==> src/rtl/mrisc_multicycle_ctrl.sv <==
// mrisc_multicycle_ctrl: multi-cycle FETCH/DECODE/EXEC/MEM/WB sequencer for the KGP miniRISC datapath.
// Define PERF_CNT_EN to add the cycle_cnt / retire_cnt performance counter outputs.
module mrisc_multicycle_ctrl #(
   parameter int unsigned MEM_TIMEOUT = 16,
   parameter logic [5:0]  OP_RTYPE    = 6'h00,
   parameter logic [5:0]  OP_ALUI     = 6'h01,
   parameter logic [5:0]  OP_LD       = 6'h02,
   parameter logic [5:0]  OP_ST       = 6'h03,
   parameter logic [5:0]  OP_BR       = 6'h04,
   parameter logic [5:0]  OP_HALT     = 6'h3F
) (
   input  logic        clk,
   input  logic        rst,
   input  logic        start,
   input  logic [5:0]  opcode,
   input  logic        imem_ack,
   input  logic        dmem_ack,
   input  logic        branch_taken,
   output logic        imem_req,
   output logic        dmem_req,
   output logic        dmem_we,
   output logic        ir_write,
   output logic        pc_write,
   output logic        pc_src,
   output logic        alu_src,
   output logic        mem_to_reg,
   output logic        reg_write,
   output logic        halted,
   output logic        error,
   output logic [2:0]  state
`ifdef PERF_CNT_EN
   ,
   output logic [31:0] cycle_cnt,
   output logic [31:0] retire_cnt
`endif
);

   localparam int unsigned CW = (MEM_TIMEOUT < 32'd2) ? 1 : $clog2(MEM_TIMEOUT + 32'd1);
   localparam logic [CW-1:0] LAST_WAIT = (MEM_TIMEOUT == 32'd0) ? '0 : CW'(MEM_TIMEOUT - 32'd1);

   typedef enum logic [2:0] {
      S_IDLE   = 3'd0,
      S_FETCH  = 3'd1,
      S_DECODE = 3'd2,
      S_EXEC   = 3'd3,
      S_MEM    = 3'd4,
      S_WB     = 3'd5,
      S_HALT   = 3'd6,
      S_ERR    = 3'd7
   } state_t;

   typedef enum logic [2:0] {
      C_RTYPE = 3'd0,
      C_ALUI  = 3'd1,
      C_LD    = 3'd2,
      C_ST    = 3'd3,
      C_BR    = 3'd4
   } class_t;

   state_t          state_r;
   state_t          next_s;
   class_t          class_r;
   logic [CW-1:0]   wait_cnt_r;
   logic            timeout_s;

   function automatic class_t decode_class(input logic [5:0] op);
      class_t c;
      case (op)
         OP_ALUI: c = C_ALUI;
         OP_LD:   c = C_LD;
         OP_ST:   c = C_ST;
         OP_BR:   c = C_BR;
         default: c = C_RTYPE;
      endcase
      return c;
   endfunction

   // The last permitted wait cycle without an ack; an ack arriving on it still wins.
   assign timeout_s = (MEM_TIMEOUT != 32'd0) && (wait_cnt_r == LAST_WAIT);

   // State, opcode class and wait counter registers.
   always_ff @(posedge clk) begin
      if (!rst) begin
         state_r    <= S_IDLE;
         class_r    <= C_RTYPE;
         wait_cnt_r <= '0;
      end else begin
         state_r <= next_s;
         if (state_r == S_DECODE) begin
            class_r <= decode_class(opcode);
         end
         if ((state_r == S_FETCH && !imem_ack) || (state_r == S_MEM && !dmem_ack)) begin
            wait_cnt_r <= wait_cnt_r + CW'(1);
         end else begin
            wait_cnt_r <= '0;
         end
      end
   end

   // Next-state logic.
   always_comb begin
      next_s = state_r;
      case (state_r)
         S_IDLE: begin
            if (start) next_s = S_FETCH;
            else       next_s = S_IDLE;
         end
         S_FETCH: begin
            if (imem_ack)       next_s = S_DECODE;
            else if (timeout_s) next_s = S_ERR;
            else                next_s = S_FETCH;
         end
         S_DECODE: begin
            case (opcode)
               OP_RTYPE, OP_ALUI, OP_LD, OP_ST, OP_BR: next_s = S_EXEC;
               OP_HALT:                                next_s = S_HALT;
               default:                                next_s = S_ERR;
            endcase
         end
         S_EXEC: begin
            case (class_r)
               C_RTYPE, C_ALUI: next_s = S_WB;
               C_LD, C_ST:      next_s = S_MEM;
               C_BR:            next_s = S_FETCH;
               default:         next_s = S_ERR;
            endcase
         end
         S_MEM: begin
            if (dmem_ack) begin
               if (class_r == C_ST) next_s = S_FETCH;
               else                 next_s = S_WB;
            end else if (timeout_s) begin
               next_s = S_ERR;
            end else begin
               next_s = S_MEM;
            end
         end
         S_WB:    next_s = S_FETCH;
         S_HALT:  next_s = S_HALT;
         S_ERR:   next_s = S_ERR;
         default: next_s = S_ERR;
      endcase
   end

   // Datapath strobes decoded from state, latched class and the acks.
   always_comb begin
      imem_req   = 1'b0;
      dmem_req   = 1'b0;
      dmem_we    = 1'b0;
      ir_write   = 1'b0;
      pc_write   = 1'b0;
      pc_src     = 1'b0;
      alu_src    = 1'b0;
      mem_to_reg = 1'b0;
      reg_write  = 1'b0;
      halted     = 1'b0;
      error      = 1'b0;
      case (state_r)
         S_FETCH: begin
            imem_req = 1'b1;
            ir_write = imem_ack;
         end
         S_EXEC: begin
            alu_src = (class_r == C_ALUI) || (class_r == C_LD) || (class_r == C_ST);
            if (class_r == C_BR) begin
               pc_write = 1'b1;
               pc_src   = branch_taken;
            end else begin
               pc_write = 1'b0;
               pc_src   = 1'b0;
            end
         end
         S_MEM: begin
            dmem_req = 1'b1;
            dmem_we  = (class_r == C_ST);
            pc_write = dmem_ack && (class_r == C_ST);
         end
         S_WB: begin
            reg_write  = 1'b1;
            mem_to_reg = (class_r == C_LD);
            pc_write   = 1'b1;
         end
         S_HALT:  halted = 1'b1;
         S_ERR:   error  = 1'b1;
         default: begin
            imem_req = 1'b0;
         end
      endcase
   end

   assign state = state_r;

`ifdef PERF_CNT_EN
   // Active-cycle and retired-instruction counters, both free-running with wrap.
   always_ff @(posedge clk) begin
      if (!rst) begin
         cycle_cnt  <= 32'd0;
         retire_cnt <= 32'd0;
      end else begin
         if (state_r != S_IDLE && state_r != S_HALT && state_r != S_ERR) begin
            cycle_cnt <= cycle_cnt + 32'd1;
         end
         if (pc_write) begin
            retire_cnt <= retire_cnt + 32'd1;
         end
      end
   end
`endif

endmodule

==> config.mk <==
export PLATFORM = sky130hd
export DESIGN_NAME = mrisc_multicycle_ctrl
export DESIGN_NICKNAME = d
export VERILOG_FILES = /design/src/rtl/mrisc_multicycle_ctrl.sv
export SDC_FILE = /design/constraint.sdc
export NUM_CORES = 1
export LEC_CHECK = 0
export ABC_AREA = 1
export CORE_ASPECT_RATIO = 1.5
export CORE_MARGIN = 10
export CORE_UTILIZATION = 30
export CTS_BUF_LIST = sky130_fd_sc_hd__clkbuf_4
export DETAILED_ROUTE_END_ITERATION = 7
export PLACE_DENSITY_LB_ADDON = 0.08
export SETUP_SLACK_MARGIN = 0.3
export SLEW_MARGIN = 0
export SYNTH_ARGS = -nofsm -noshare
export SYNTH_HDL_FRONTEND = slang
export SYNTH_SLANG_ARGS = --single-unit
==> constraint.sdc <==
create_clock -name clk -period 3 [get_ports clk]
set_clock_uncertainty 0.1 [all_clocks]
set_input_delay 0.45 -clock clk [delete_from_list [all_inputs] [get_ports clk]]
set_output_delay 0.45 -clock clk [all_outputs]
set_load 0.02 [all_outputs]
Word level (Yosys, flattened, before mapping). Cells that the tools add are included.

Input port bits: 12. Flip-flop bits (word level): 11. Logic and storage cells: 59.

Equality and inequality tests: 17. Reductions and logical operators: 15. $add $sub $neg: 1. Multiplexer cells: 23.

Operators by type and width (number): one-hot mux 3 bit (8 select lines) (1); equality test 3 bit, second input constant (5); two-way mux 1 bit (13); equality test 3 x 2 -> 1 bit, second input constant (4); equality test 6 x 2 -> 1 bit, second input constant (2); two-way mux 3 bit (4); one-hot mux 3 bit (4 select lines) (1); one-hot mux 3 bit (3 select lines) (1); equality test 3 x 1 -> 1 bit, second input constant (2); equality test 6 x 1 -> 1 bit, second input constant (1); equality test 6 x 3 -> 1 bit, second input constant (1); equality test 6 bit, second input constant (1); zero test 3 bit (2); zero test 6 bit (1); one-hot mux 3 bit (2 select lines) (1); adder 5 x 1 -> 5 bit, second input constant (1); equality test 5 x 4 -> 1 bit, second input constant (1); OR reduction 5 bit (1); OR reduction 2 bit (2); logical AND 1 bit (3); logical OR 1 bit (3); one-hot mux 1 bit (3 select lines) (1); zero test 1 bit (2); two-way mux 2 bit (1); AND reduction 2 bit (1).

Depth between registers and ports, before layout. Gate-level depths: netlist (run 1).

Depth in word-level cells: 4. Depth in mapped cells: 11. Gate-level depth less buffers: 11.

Worst setup path after synthesis (run 1). No wires, ideal clock.

Path kind: register to output. Start point: register state_r[0], in the netlist state[0]. End point: output mem_to_reg. Buffers on the path: 1. Path slack: 695 ps. Cell stages (with the launch flop): 6. Data arrival time: 1755 ps. Required time: 2450 ps. Cells stage by stage: dfxtp_1 > buf_6 > inv_1 > nor2_1 > inv_1 > nor4_1.

Cells in the longest elaborated chain, start to end: 2.

Ends and longest elaborated chain: start: declaration (line 60) `state_t state_r;`; start signal: assignment (line 88) `state_r <= next_s;`; equality test 3 bit (line 158) `case (state_r)`; two-way mux 1 bit (line 158); end: declaration (line 26) `output logic mem_to_reg,`.

Every way passes these cells.

Final worst setup path (run 1).
Start point: register state_r[2], in the netlist state[2]. End point: output mem_to_reg.

Same word-level chain as after synthesis.

==> run_results.csv, run 1 <==
group,metric,value,unit
clocking,post_cts_buffers,0,
floorplanning,start_util,31.89,%
sta,fin_setup_tns,0,ns
setup_path,startpoint,"state[2]",
sta,fin_crit_sh,81.83,%
floorplanning,core,0.002260,mm2
clocking,clock_latency,0.26,ns
routing,avgRoutedWirePerCell,11.53,um
routing,drtIter0Drc,20,
synth,synth_seq_cells,11,
routing,ant_nets,0,
synth,yosys_warnings,0,
sta,rsz0062_at_grt,"no",
setup_path,worst_path_largest_cell_delay,0.65,ns
sta,fmax,407.4,MHz
placed_design,place.gp.congestion,0.8086,
floorplanning,row_count,21,
synth,synth_cell_type_count,20,
setup_path,cp-start-kind,"flop",
setup_path,crit_path_end_kind,"output pin",
clocking,numClockSinks,11,
synth,mappedNetlistArea,720.7,um2
floorplanning,die_h,80.03,um
finish,layout_common_cells,"nor2_1, clkdlybuf4s50_1, nand2_1",
finish,n_antenna_cell,0,
sta,setup-violations-final,0,
sta,fin_crit,2.455,ns
synth,ys_seq_area_share,30.56,%
global_route,grt_overflow,0,
sta,hold_viol_final,0,
pwr,power.share.combinational,40.6,%
setup_path,cp.required,2.45,ns
floorplanning,ios,26,
floorplanning,die_w,60.02,um
finish,fillers,256,
pwr,p_total,0.0005096,W
routing,via_per_inst,4.728,
finish,stdcell_area,0.001016,mm2
clocking,cts.path.max_buffers,2,
setup_path,path_cells,"nand2_1 > nor2_1 > inv_1 > nor4_1 > clkdlybuf4s50_1",
outcome,status,"finished, final reports clean",
setup_path,r2r_slack,1.31,ns
finish,mostFrequentLayoutCell,"nor2_1",
finish,multi_input_area,406.6,um2
routing,vias,799,
placed_design,placed_cells,165,
clocking,cts_buffers,3,
setup_path,crit_family,"buffers and inverters",
pwr,cell_internal_pwr,0.0003119,W
run,cap_violations,0,
routing,routed_wl,1.949,mm
placed_design,port_buffers,25,
global_route,grt_pass1_vias,810,
pwr,p_per_area,501.6,mW/mm2
sta,slew_headroom,79.51,%
finish,syn2layout_area_growth,40.97,%
placed_design,place_area,984.7,um2
clocking,clkTransAtPathRegs,0.06,ns
pwr,p_clk_share,21.1,%
setup_path,cp.buffers_inverters,2,
finish,layout-drive-gt1-share,6.164,%
worst_hold_path,min-delay-path-class,"reg2reg",
setup_path,reg2reg_from,"wait_cnt_r[0]",
setup_path,arrival,1.90,ns
synth,syn_area_per_cell,6.056,um2
clocking,cts_max_level,1,
placed_design,hpwl,1.674,mm
routing,drc,0,
finish,seq_area,221.5,um2
setup_path,path_class,"reg2out",
pwr,power_switching,0.0001977,W
synth,syn_nets,133,
placed_design,dpl_worst_slack,0.5714,ns
setup_path,worst-path-max-fanout,8,
sta,worst_pin_slew,0.3069,ns
global_route,grt_antenna_before_repair,0,
global_route,track_usage,8.885,%
worst_hold_path,worstHoldStart,"wait_cnt_r[0]",
clocking,cts_tree,"built",
global_route,grt_pass1_wl,3.470,mm
pwr,pwr-share-seq,38.3,%
pwr,p_sw_share,38.79,%
synth,synthCells,119,
pwr,cellLeakagePower,0.4199,nW
sta,setup_ws,0.5452,ns
floorplanning,die_area,0.004803,mm2
routing,drt_pass1_iterations,4,
finish,finalNetCount,161,
pwr,ir_drop,0.2455,mV
finish,instances_no_fill,169,
sta,slew_viol_final,0,
clocking,clk_root_buffer_cell,"clkbuf_4",
global_route,grt_max_degree,11,
setup_path,slowest_stage,"clkdlybuf4s50_1",
[power groups by stage]
stage	registers [W]	logic (W)	clock network (W)
floorplan	0.000192	0.000135	0
global placement	0.000196	0.000209	0
detailed placement	0.000196	0.000209	0
CTS	0.000193	0.000209	0.000114
global route	0.000200	0.000239	0.000119
finish	0.000195	0.000207	0.000108
[metal layers]
layer,global-route usage [%],up-vias,part of all wire (%)
li1,-,427,-
met1,8.861,352,37
met2,16.01,18,55
met3,3.025,2,7.3
met4,3.378,0,0.87
met5,0,-,0
[cell type report]
cell class	instances	area share [%]
Inverter	21	7.759
Sequential cell	11	21.80
Tap cell	23	2.833
Timing Repair Buffer	25	24.63
Multi-Input combinational cell	85	40.02
Clock buffer	4	2.956
[worst paths after layout]
path,to,depth (start not counted)
setup reg to reg,state[0],11
setup / recovery,mem_to_reg,5
hold / removal,wait_cnt_r[0],1
hold reg to reg,wait_cnt_r[0],1
[registers in the layout, indices dropped and copies added, names as in the netlist]
register    count
state           3
class_r         3
wait_cnt_r      5
[cell usage after synthesis]
library cell / number / area, um2
dfxtp_1: 11 / 220.2
buf_6: 1 / 11.26
nor3_1: 1 / 5.000
nor3_4: 1 / 16.27
nand3_1: 9 / 45.04
xor2_1: 1 / 8.760
nand2_1: 23 / 86.33
or2_2: 1 / 6.260
clkbuf_1: 1 / 3.750
o211ai_1: 1 / 7.510
o21ai_0: 5 / 25.02
ha_1: 2 / 25.02
nor2_1: 31 / 116.4
a21oi_1: 3 / 15.01
a31oi_1: 1 / 6.260
nor4_1: 1 / 6.260
nor3_2: 1 / 10.01
inv_1: 21 / 78.83
o21ai_2: 1 / 8.760
nand4_1: 3 / 18.77
[cell families (layout without fill, tap and decap cells)]
kind of cell	count (synthesis)	in the layout	synth area share, %
buffers and inverters	23	50	13.02
flip-flops	11	11	30.56
AO/OA/AOI/OAI	11	11	8.681
XOR/XNOR	1	1	1.215
AND/OR/NAND/NOR	71	71	43.06
adder cells (fa/ha/maj)	2	2	3.472
[metrics by stage]
stage                     hold slack, ns  utilization [%]
final                             0.3525            44.96
after global routing              0.3799            44.96
after CTS                         0.3568            44.91
after detailed placement          0.3410            43.58
after global placement            0.3361            43.58
after floorplan                   0.3175                -
[repair_timing]
action	in CTS	in global routing
resized for setup	0	1
endpoints found under the setup margin	0	1
hold buffers	0	0
Note: power is estimated with default switching activity, not from simulation.
==> run 2: changes to the inputs <==
==> constraint.sdc (replaced) <==
create_clock -name clk -period 2.35 [get_ports clk]
set_clock_uncertainty 0.1 [all_clocks]
set_input_delay 0.3525 -clock clk [delete_from_list [all_inputs] [get_ports clk]]
set_output_delay 0.3525 -clock clk [all_outputs]
set_load 0.02 [all_outputs]
==> run 2 against run 1 <==
Critical path type unchanged. Register-to-register slack worse by 0.68 ns. Final area is 0.25% lower. Highest routed layer unchanged. Via count is 0.50% higher.
==> run_results.csv, run 2 (synthesis results as in run 1) <==
group,metric,value,unit
sta,fin_crit,1.887,ns
floorplanning,ios,26,
pwr,pwr-share-seq,37.5,%
global_route,track_usage,8.447,%
sta,hold_viol_final,0,
clocking,cts_buffers,3,
finish,largest-register,"wait_cnt_r",
routing,ant_nets,0,
routing,drtIter0Drc,13,
sta,fin_setup_tns,0,ns
routing,drt_pass1_iterations,4,
global_route,grt_max_degree,9,
setup_path,path_class,"reg2out",
outcome,status,"finished, final reports clean",
finish,mostFrequentLayoutCell,"nor2_1",
sta,fin_crit_sh,80.29,%
pwr,power.share.combinational,41.2,%
sta,worst_pin_slew,0.2657,ns
setup_path,crit_path_end_kind,"output pin",
clocking,post_cts_buffers,0,
routing,avgRoutedWirePerCell,11.36,um
run,cap_violations,0,
finish,stdcell_area,0.001013,mm2
global_route,grt_antenna_before_repair,0,
setup_path,ff2ff_path_depth,11,
worst_hold_path,worstHoldStart,"wait_cnt_r[0]",
finish,layout_common_cells,"nor2_1, nand2_1, inv_1",
finish,n_antenna_cell,0,
routing,via_per_inst,4.724,
pwr,cellLeakagePower,0.4934,nW
clocking,clock_latency,0.26,ns
setup_path,rr_endpoint,"state[0]",
sta,setup-violations-final,0,
setup_path,cp-start-kind,"flop",
finish,finalNetCount,162,
finish,syn2layout_area_growth,40.62,%
setup_path,r2r_slack,0.63,ns
global_route,grt_pass1_vias,745,
clocking,numClockSinks,11,
pwr,p_clk_share,21.3,%
pwr,p_sw_share,39.03,%
global_route,grt_pass1_wl,3.180,mm
setup_path,reg2reg_from,"wait_cnt_r[0]",
sta,rsz0062_at_grt,"no",
routing,routed_wl,1.931,mm
setup_path,startpoint,"state[1]",
setup_path,arrival,1.43,ns
clocking,clk_root_buffer_cell,"clkbuf_4",
global_route,grt_overflow,0,
pwr,ir_drop,0.3091,mV
worst_hold_path,min-delay-path-class,"reg2reg",
floorplanning,row_count,21,
sta,fmax,530.0,MHz
placed_design,place_area,998.5,um2
floorplanning,start_util,31.89,%
floorplanning,core,0.002260,mm2
routing,drc,0,
routing,vias,803,
floorplanning,die_w,60.02,um
floorplanning,die_area,0.004803,mm2
setup_path,worst-path-max-fanout,6,
pwr,cell_internal_pwr,0.0003948,W
clocking,ctsHoldBuffers,0,
worst_hold_path,holdPathStages,1,
worst_hold_path,hold_path_end,"wait_cnt_r[0]",
pwr,p_per_area,638.9,mW/mm2
clocking,cts.path.max_buffers,2,
sta,slew_headroom,82.10,%
clocking,clkTransAtPathRegs,0.07,ns
clocking,cts_max_level,1,
placed_design,place.gp.congestion,0.8734,
placed_design,hpwl,1.707,mm
finish,largest_reg_flops,5,
finish,layout-drive-gt1-share,10.20,%
clocking,cts_tree,"built",
pwr,power_switching,0.0002527,W
setup_path,cp.required,1.90,ns
floorplanning,die_h,80.03,um
placed_design,port_buffers,25,
sta,slew_viol_final,0,
-- run 2: worst max-delay path, cell delays in order, from the launching register on --
cell and delay [ns]:
dfxtp_1 0.41, nand2_1 0.07, nor2_1 0.13, nand3_1 0.12, nor2_1 0.10, dlygate4sd2_1 0.34
-- run 2: cell type report --
cell class / count / area [um2]
Timing Repair Buffer: 26 / 240.2
Inverter: 21 / 78.83
Tap cell: 23 / 28.78
Fill cell: 253 / 1246
Clock buffer: 4 / 30.03
Sequential cell: 11 / 222.7
Multi-Input combinational cell: 85 / 412.9
-- run 2: power groups by stage --
stage	clock network [W]	registers, W	logic [W]
final	0.000138	0.000243	0.000267
after CTS	0.000144	0.000242	0.000272
after floorplan	0	0.000245	0.000173
after detailed placement	0	0.000244	0.000283
after global placement	0	0.000243	0.000283
after global routing	0.000151	0.000248	0.000300
-- run 2: repair_timing --
item | 4_1_cts | 5_1_grt
pin swaps | 0 | 0
setup endpoints to repair | 11 | 5
resized for setup | 11 | 10
-- run 2: metrics by stage --
step	total power [W]	instances	setup WS (ns)	util (%)	hold slack (ns)
6_report	0.0006475	170	0.4632	44.85	0.3491
2_1_floorplan	0.0004178	119	0.3653	-	0.3175
3_5_place_dp	0.0005269	166	0.1166	44.19	0.3374
3_3_place_gp	0.0005266	166	0.1371	44.19	0.3345
5_1_grt	0.0006989	170	0.3208	44.85	0.3709
4_1_cts	0.0006583	170	0.3183	45.13	0.3537
-- run 2: layer usage --
layer | track usage [%] | vias to the layer above | wire length [um] | share of wire, %
met5 | 0 | - | 0 | 0
met4 | 4.730 | 0 | 40 | 2.1
met3 | 3.344 | 5 | 158 | 8.2
met2 | 14.77 | 19 | 1032 | 53
met1 | 7.942 | 350 | 700 | 36
li1 | - | 429 | - | -
-- run 2: worst max-delay path by stage --
stage	endpoint	slack [ns]	cells after the start
2_1_floorplan	mem_to_reg	0.37	5
3_3_place_gp	pc_write	0.14	4
3_5_place_dp	pc_write	0.12	4
4_1_cts	mem_to_reg	0.32	6
5_1_grt	pc_src	0.32	5
6_report	pc_src	0.46	5
